File: src/rtl/friscv_muldiv_if.sv
// rtl/friscv_muldiv_if.sv - request/result handshake bundle for the iterative mul/div unit
interface friscv_muldiv_if #(
    parameter int XLEN = 32
);
    logic            flush_i;
    logic            valid_i;
    logic            ready_o;
    logic [2:0]      op_i;
    logic [XLEN-1:0] a_i;
    logic [XLEN-1:0] b_i;
    logic            valid_o;
    logic            ready_i;
    logic [XLEN-1:0] result_o;
    logic            busy_o;

    modport master (
        output flush_i, valid_i, op_i, a_i, b_i, ready_i,
        input  ready_o, valid_o, result_o, busy_o
    );

    modport slave (
        input  flush_i, valid_i, op_i, a_i, b_i, ready_i,
        output ready_o, valid_o, result_o, busy_o
    );
endinterface

File: src/rtl/friscv_muldiv.sv
// rtl/friscv_muldiv.sv - radix-2 iterative RV32M multiply/divide unit
module friscv_muldiv #(
    parameter int XLEN      = 32,
    parameter int CNT_WIDTH = $clog2(XLEN) + 1
) (
    input  logic clk,
    input  logic rst,
    friscv_muldiv_if.slave io
);
    typedef enum logic [1:0] {IDLE, BUSY, FIX, DONE} state_t;

    localparam logic [XLEN-1:0] MOST_NEG = {1'b1, {(XLEN-1){1'b0}}};

    state_t                state;
    state_t                state_next;
    logic                  accept;
    logic [2:0]            op;
    logic                  negate;
    logic                  special;
    logic [CNT_WIDTH-1:0]  cnt;
    logic [XLEN-1:0]       opa;
    logic [XLEN-1:0]       opb;
    logic [XLEN-1:0]       rem;
    logic [XLEN-1:0]       result;
    logic [2*XLEN-1:0]     prod;

    logic                  a_signed;
    logic                  b_signed;
    logic                  a_neg;
    logic                  b_neg;
    logic [XLEN-1:0]       mag_a;
    logic [XLEN-1:0]       mag_b;
    logic                  b_zero;
    logic                  overflow;
    logic                  special_in;
    logic                  negate_in;
    logic [XLEN-1:0]       special_res;

    logic [XLEN:0]         rem_shift;
    logic [XLEN:0]         rem_diff;
    logic [2*XLEN-1:0]     prod_step;
    logic [2*XLEN-1:0]     prod_fix;
    logic [XLEN-1:0]       div_sel;
    logic [XLEN-1:0]       div_fix;

    // Request decode: magnitudes, final sign and the cases resolved without iterating
    always_comb begin
        a_signed  = (io.op_i == 3'b001) || (io.op_i == 3'b010) ||
                    (io.op_i == 3'b100) || (io.op_i == 3'b110);
        b_signed  = (io.op_i == 3'b001) || (io.op_i == 3'b100) || (io.op_i == 3'b110);
        a_neg     = a_signed && io.a_i[XLEN-1];
        b_neg     = b_signed && io.b_i[XLEN-1];
        mag_a     = a_neg ? -io.a_i : io.a_i;
        mag_b     = b_neg ? -io.b_i : io.b_i;
        b_zero    = (io.b_i == '0);
        overflow  = ((io.op_i == 3'b100) || (io.op_i == 3'b110)) &&
                    (io.a_i == MOST_NEG) && (io.b_i == '1);
        special_in = io.op_i[2] && (b_zero || overflow);
        if (b_zero) begin
            special_res = io.op_i[1] ? io.a_i : '1;
        end else begin
            special_res = io.op_i[1] ? '0 : io.a_i;
        end
        // Remainder follows the dividend; products and quotients follow the sign mismatch
        negate_in = (io.op_i[2] && io.op_i[1]) ? a_neg : (a_neg ^ b_neg);
    end

    always_ff @(posedge clk) begin
        if (rst) begin
            state <= IDLE;
        end else begin
            state <= state_next;
        end
    end

    always_comb begin
        state_next  = state;
        accept      = 1'b0;
        io.ready_o  = (state == IDLE);
        io.busy_o   = (state != IDLE);
        io.valid_o  = (state == DONE);
        io.result_o = result;
        case (state)
            IDLE: begin
                if (io.valid_i) begin
                    accept     = 1'b1;
                    state_next = special_in ? DONE : BUSY;
                end
            end
            BUSY: begin
                if (cnt == CNT_WIDTH'(1)) begin
                    state_next = FIX;
                end
            end
            FIX:  state_next = DONE;
            DONE: begin
                if (io.ready_i) begin
                    state_next = IDLE;
                end
            end
            default: state_next = IDLE;
        endcase
        if (io.flush_i) begin
            state_next = IDLE;
            accept     = 1'b0;
        end
    end

    // One shift-add (MSB-first) or one restoring-division step per BUSY cycle
    always_comb begin
        rem_shift = {rem, opa[XLEN-1]};
        rem_diff  = rem_shift - {1'b0, opb};
        prod_step = {prod[2*XLEN-2:0], 1'b0} +
                    (opa[XLEN-1] ? {{XLEN{1'b0}}, opb} : {(2*XLEN){1'b0}});
        prod_fix  = negate ? -prod : prod;
        div_sel   = op[1] ? rem : opa;
        div_fix   = negate ? -div_sel : div_sel;
    end

    always_ff @(posedge clk) begin
        if (rst) begin
            op      <= '0;
            negate  <= 1'b0;
            special <= 1'b0;
            cnt     <= '0;
            opa     <= '0;
            opb     <= '0;
            rem     <= '0;
            prod    <= '0;
            result  <= '0;
        end else if (accept) begin
            op      <= io.op_i;
            negate  <= negate_in;
            special <= special_in;
            cnt     <= CNT_WIDTH'(XLEN);
            opa     <= mag_a;
            opb     <= mag_b;
            rem     <= '0;
            prod    <= '0;
            if (special_in) begin
                result <= special_res;
            end
        end else if (state == BUSY) begin
            cnt <= cnt - CNT_WIDTH'(1);
            if (op[2]) begin
                if (!rem_diff[XLEN]) begin
                    rem <= rem_diff[XLEN-1:0];
                    opa <= {opa[XLEN-2:0], 1'b1};
                end else begin
                    rem <= rem_shift[XLEN-1:0];
                    opa <= {opa[XLEN-2:0], 1'b0};
                end
            end else begin
                prod <= prod_step;
                opa  <= {opa[XLEN-2:0], 1'b0};
            end
        end else if ((state == FIX) && !special) begin
            if (op[2]) begin
                result <= div_fix;
            end else if (op[1:0] == 2'b00) begin
                result <= prod_fix[XLEN-1:0];
            end else begin
                result <= prod_fix[2*XLEN-1:XLEN];
            end
        end
    end
endmodule

File: src/flat_wrapper.sv
// flat-port wrapper written by rule: the top's interface ports become plain ports
module friscv_muldiv_flat 
#(
    parameter int XLEN      = 32,
    parameter int CNT_WIDTH = $clog2(XLEN) + 1
)
  (clk, rst, io_flush_i, io_valid_i, io_op_i, io_a_i, io_b_i, io_ready_i, io_ready_o, io_valid_o, io_result_o, io_busy_o);
  friscv_muldiv_if #(.XLEN(XLEN)) io_i ();
  input  logic clk;
  input  logic rst;
  input wire logic [$bits(io_i.flush_i)-1:0] io_flush_i;
  input wire logic [$bits(io_i.valid_i)-1:0] io_valid_i;
  input wire logic [$bits(io_i.op_i)-1:0] io_op_i;
  input wire logic [$bits(io_i.a_i)-1:0] io_a_i;
  input wire logic [$bits(io_i.b_i)-1:0] io_b_i;
  input wire logic [$bits(io_i.ready_i)-1:0] io_ready_i;
  output wire logic [$bits(io_i.ready_o)-1:0] io_ready_o;
  output wire logic [$bits(io_i.valid_o)-1:0] io_valid_o;
  output wire logic [$bits(io_i.result_o)-1:0] io_result_o;
  output wire logic [$bits(io_i.busy_o)-1:0] io_busy_o;
  assign io_i.flush_i = io_flush_i;
  assign io_i.valid_i = io_valid_i;
  assign io_i.op_i = io_op_i;
  assign io_i.a_i = io_a_i;
  assign io_i.b_i = io_b_i;
  assign io_i.ready_i = io_ready_i;
  assign io_ready_o = io_i.ready_o;
  assign io_valid_o = io_i.valid_o;
  assign io_result_o = io_i.result_o;
  assign io_busy_o = io_i.busy_o;
  friscv_muldiv #(.XLEN(XLEN), .CNT_WIDTH(CNT_WIDTH)) u_core (.clk(clk), .rst(rst), .io(io_i));
endmodule
File: config.mk
export PLATFORM = sky130hd
export DESIGN_NAME = friscv_muldiv_flat
export DESIGN_NICKNAME = d
export VERILOG_FILES = /design/src/rtl/friscv_muldiv_if.sv /design/src/rtl/friscv_muldiv.sv /design/src/flat_wrapper.sv
export SDC_FILE = /design/constraint.sdc
export NUM_CORES = 1
export LEC_CHECK = 0
export ABC_CLOCK_PERIOD_IN_PS = 4300
export CELL_PAD_IN_SITES_DETAIL_PLACEMENT = 1
export CELL_PAD_IN_SITES_GLOBAL_PLACEMENT = 1
export CORE_MARGIN = 2
export CORE_UTILIZATION = 32
export DETAILED_ROUTE_END_ITERATION = 10
export PLACE_DENSITY = 0.72
export SLEW_MARGIN = 40
export SYNTH_ARGS = -nofsm -noshare
export SYNTH_HDL_FRONTEND = slang
export SYNTH_SLANG_ARGS = --single-unit
File: constraint.sdc
create_clock -name clk -period 4.3 [get_ports clk]
set_input_delay 0.43 -clock clk [delete_from_list [all_inputs] [get_ports clk]]
set_output_delay 0.43 -clock clk [all_outputs]
set_load 0.02 [all_outputs]
==> results.sh <==
export IMPL_min_period_ns=3.98
export IMPL_crit_fanout=6
export IMPL_place_port_buffers=106
export IMPL_rsz0062_at_grt="no"
export IMPL_yosysWarnings=0
export IMPL_yosysUniqueCellTypes=90
export IMPL_cp_top_family="compound AO/OA/AOI/OAI gates"
export IMPL_routabilityCongestion=0.948
export IMPL_crit_cells=12
export IMPL_setup_tns_ns=0
export IMPL_p_int_mw=4.05
export IMPL_p_leak_nw=7.14
export IMPL_max_stage_delay_ns=0.77
export IMPL_drc_errors=0
export IMPL_wire_per_inst_um=23.5
export IMPL_syn_cell_area_um2=17400
export IMPL_grt_use_total_pct=24.9
export IMPL_fin_total_pwr_mw=6.35
export IMPL_first_iter_violations=1479
export IMPL_first_pass_iters=5
export IMPL_worstPathRequired_ns=4.80
export IMPL_crit_path_end_kind="register"
export IMPL_yosys_most_used_dff="dfxtp_1"
export IMPL_vias_per_cell=6.00
export IMPL_ys_async_sr_fraction_pct=0
export IMPL_grt_ovfl_total=0
export IMPL_crit_type="register to register"
export IMPL_dp_slack_ns=0.197
export IMPL_root_buffer="clkbuf_16"
export IMPL_setup_viol=0
export IMPL_h_tree_depth=1
export IMPL_final_hold_viol_count=0
export IMPL_syn_instance_count=2327
export IMPL_final_period_utilization_pct=92.6
export IMPL_slew_viol_final=0
export IMPL_status="finished clean"
export IMPL_grt_max_degree=73
export IMPL_synth_commonest_cells="nand2_1 (225), a21oi_1 (223), nor2_1 (212)"
export IMPL_crit_slowest_cell="a2111oi_0"
export IMPL_grt_antenna_before_repair=0
export IMPL_path_clk_slew_ns=0.06
export IMPL_cts_resized=0
export IMPL_ant_nets=0
export IMPL_power_frac_clock_pct=36.5
export IMPL_comb_power_share_pct=30.1
export IMPL_ios=107
export IMPL_achievable_frequency_mhz=251
export IMPL_setup_slack_ns=0.318
export IMPL_max_vdd_ir_drop_mv=0.293
export IMPL_synth_area_top_cells="dfxtp_1 (24%), a21oi_1 (6.4%), xnor2_1 (6.1%)"
export IMPL_drive_above_1_share_pct=7.35
export IMPL_worst_setup_path_start_kind="register"
export IMPL_p_sw_share_pct=36.1
export IMPL_post_cts_buffers=0
export IMPL_dieArea_um2=56200
export IMPL_worst_path_buf_inv=2
export IMPL_clk_path_buf_depth=3
export IMPL_min_path_cells=2
export IMPL_synthToLayoutAreaGrowth_pct=16.0
export IMPL_hold_path_class="primary input to register"
export IMPL_max_slew_margin_rel_pct=42.9
export IMPL_nNetsFinal=2526
export IMPL_switching_power_mw=2.29
export IMPL_start_util_pct=32.3
export IMPL_fp_dieH_um=237
export IMPL_totalWireLength_mm=72.5
export IMPL_yosys_area_top_type="dfxtp_1"
export IMPL_worst_r2r_path_depth=12
export IMPL_fp_dieW_um=237
export IMPL_cap_viol_max_count=0
export IMPL_cts_tree="done"
export IMPL_path_cells="inv_1 > ha_1 > or3b_2 > nor3_4 > nand4_1 > or3_1 > a31o_1 > a2111oi_0 > buf_4 > a211o_1 > o21ai_1 > a211oi_2"
export IMPL_powerDensity_nw_per_um2=315
export IMPL_core_region_area_um2=53700
export IMPL_synth_seq_cells=205
export IMPL_diodes=0
export IMPL_fill_cells=6562
export IMPL_cts_buffers=27
export IMPL_routed_via_count=18500
export IMPL_clock_sinks=205
export IMPL_pwr_share_seq_pct=33.4
export IMPL_synth_enable_flop_cells=0
export IMPL_grt_pass1_vias=18400
export IMPL_synth_top_area_share_pct=23.6
export IMPL_critPathArrivalTime_ns=4.48
export IMPL_synth_most_common_cell="nand2_1"
export IMPL_synth_fp_nets=2476
export IMPL_core_rowCount=85
export IMPL_fin_skew_ns=0.00918
export IMPL_grt_pass1_wl_mm=110
export IMPL_ys_seq_area_share_pct=23.6
export IMPL_dp_hpwl_mm=56.0
export IMPL_synth_area_per_cell_um2=7.46
export IMPL_hold_buffers=0
export IMPL_worst_slew_pin_slew_ns=0.835
export IMPL_worstSkewPairLatency_ns=0.58
==> layout by cell type, fill, tap and decap left out, drive strengths merged, types with 13 or more instances in the layout <==
cell,n
xnor2,121
mux2i,93
nor2,213
o22ai,41
nand2,226
nor4,26
a21o,28
o31ai,27
a221oi,16
o41ai,19
ha,75
or3,25
maj3,21
a31oi,21
nor3,91
inv,65
o211ai,31
o21ai,161
clkdlybuf4s50,105
dfxtp,205
and3,25
nand2b,21
xor2,83
nand4,17
clkbuf,39
a21oi,224
nand3,37
and2,13
buf,76
or4,15
nor3b,17
a211oi,67
==> sequential cells by signal, indices dropped and copies added (netlist names) <==
register            count
u_core.negate           1
u_core.special          1
u_core.op               3
u_core.io.result_o     32
u_core.opa             32
u_core.cnt              6
u_core.opb             32
u_core.state            2
u_core.prod            64
u_core.rem             32
==> metal layers <==
metal | up-vias | track usage [%] | share of wire [%]
met4 | 0 | 9.17 | 3.9
li1 | 8619 | - | -
met1 | 9155 | 34.3 | 46
met2 | 643 | 39.2 | 43
met5 | - | 0 | 0
met3 | 128 | 3.99 | 6.8
==> cells by family after synthesis <==
kind of cell               after synthesis  synth area share [%]
muxes                                  100                  5.81
adders and majority gates               98                  6.84
AOI/OAI and AO/OA                      732                  26.8
buffers and inverters                  224                  5.34
and+or+nand+nor                        764                  21.3
xor gates and xnor gates               204                  10.3
DFF                                    205                  23.6
==> per-stage QoR <==
stage / instances / utilization [%] / hold WS (ns) / cell area, µm²
6_report: 3092 / 37.5 / 0.310 / 20100
5_1_grt: 3092 / 37.5 / 0.310 / 20100
4_1_cts: 3092 / 37.5 / 0.288 / 20100
3_5_place_dp: 3044 / 35.8 / 0.459 / 19200
3_3_place_gp: 3044 / 35.8 / 0.445 / 19200
2_1_floorplan: 2327 / - / 0.432 / 17400
==> layout make-up <==
cell class              count  area [µm²]  area share (%)
inverters                  64         240            1.19
clock buffers              39         771            3.83
repair buffers            181        1630            8.10
flip-flops and latches    205        4110            20.4
well taps                 696         871            4.32
multi-input cells        1898       12400            61.6
clock inverters             9         113           0.559
==> power by group through the flow <==
| stage | Sequential, mW | Clock (mW) | Combinational, mW |
|---|---|---|---|
| 6_report | 2.12 | 2.32 | 1.91 |
| 5_1_grt | 2.13 | 2.42 | 2.05 |
| 3_3_place_gp | 2.15 | 0 | 1.82 |
| 3_5_place_dp | 2.15 | 0 | 1.86 |
| 2_1_floorplan | 2.11 | 0 | 1.23 |
| 4_1_cts | 2.11 | 2.35 | 1.88 |
==> worst register-to-register path, delay by kind of cell (launching register included) <==
family                   cells  cell delay (ns)
adder cells (fa/ha/maj)      1             0.16
AND/OR/NAND/NOR              4             1.48
buffers and inverters        2             0.34
AO/OA/AOI/OAI                5             1.54
flip-flops                   1             0.38
==> path summary, 6_finish.rpt <==
path,endpoint,slack (ns),startpoint
worst max register to register,u_core.io.result_o[8],0.32,u_core.prod[1]
worst max-delay path,u_core.io.result_o[8],0.32,u_core.prod[1]
worst min-delay path,u_core.io.result_o[22],0.31,rst
worst min register to register,u_core.io.result_o[14],0.47,u_core.io.result_o[14]
Note: power is estimated with default switching activity, not from simulation.
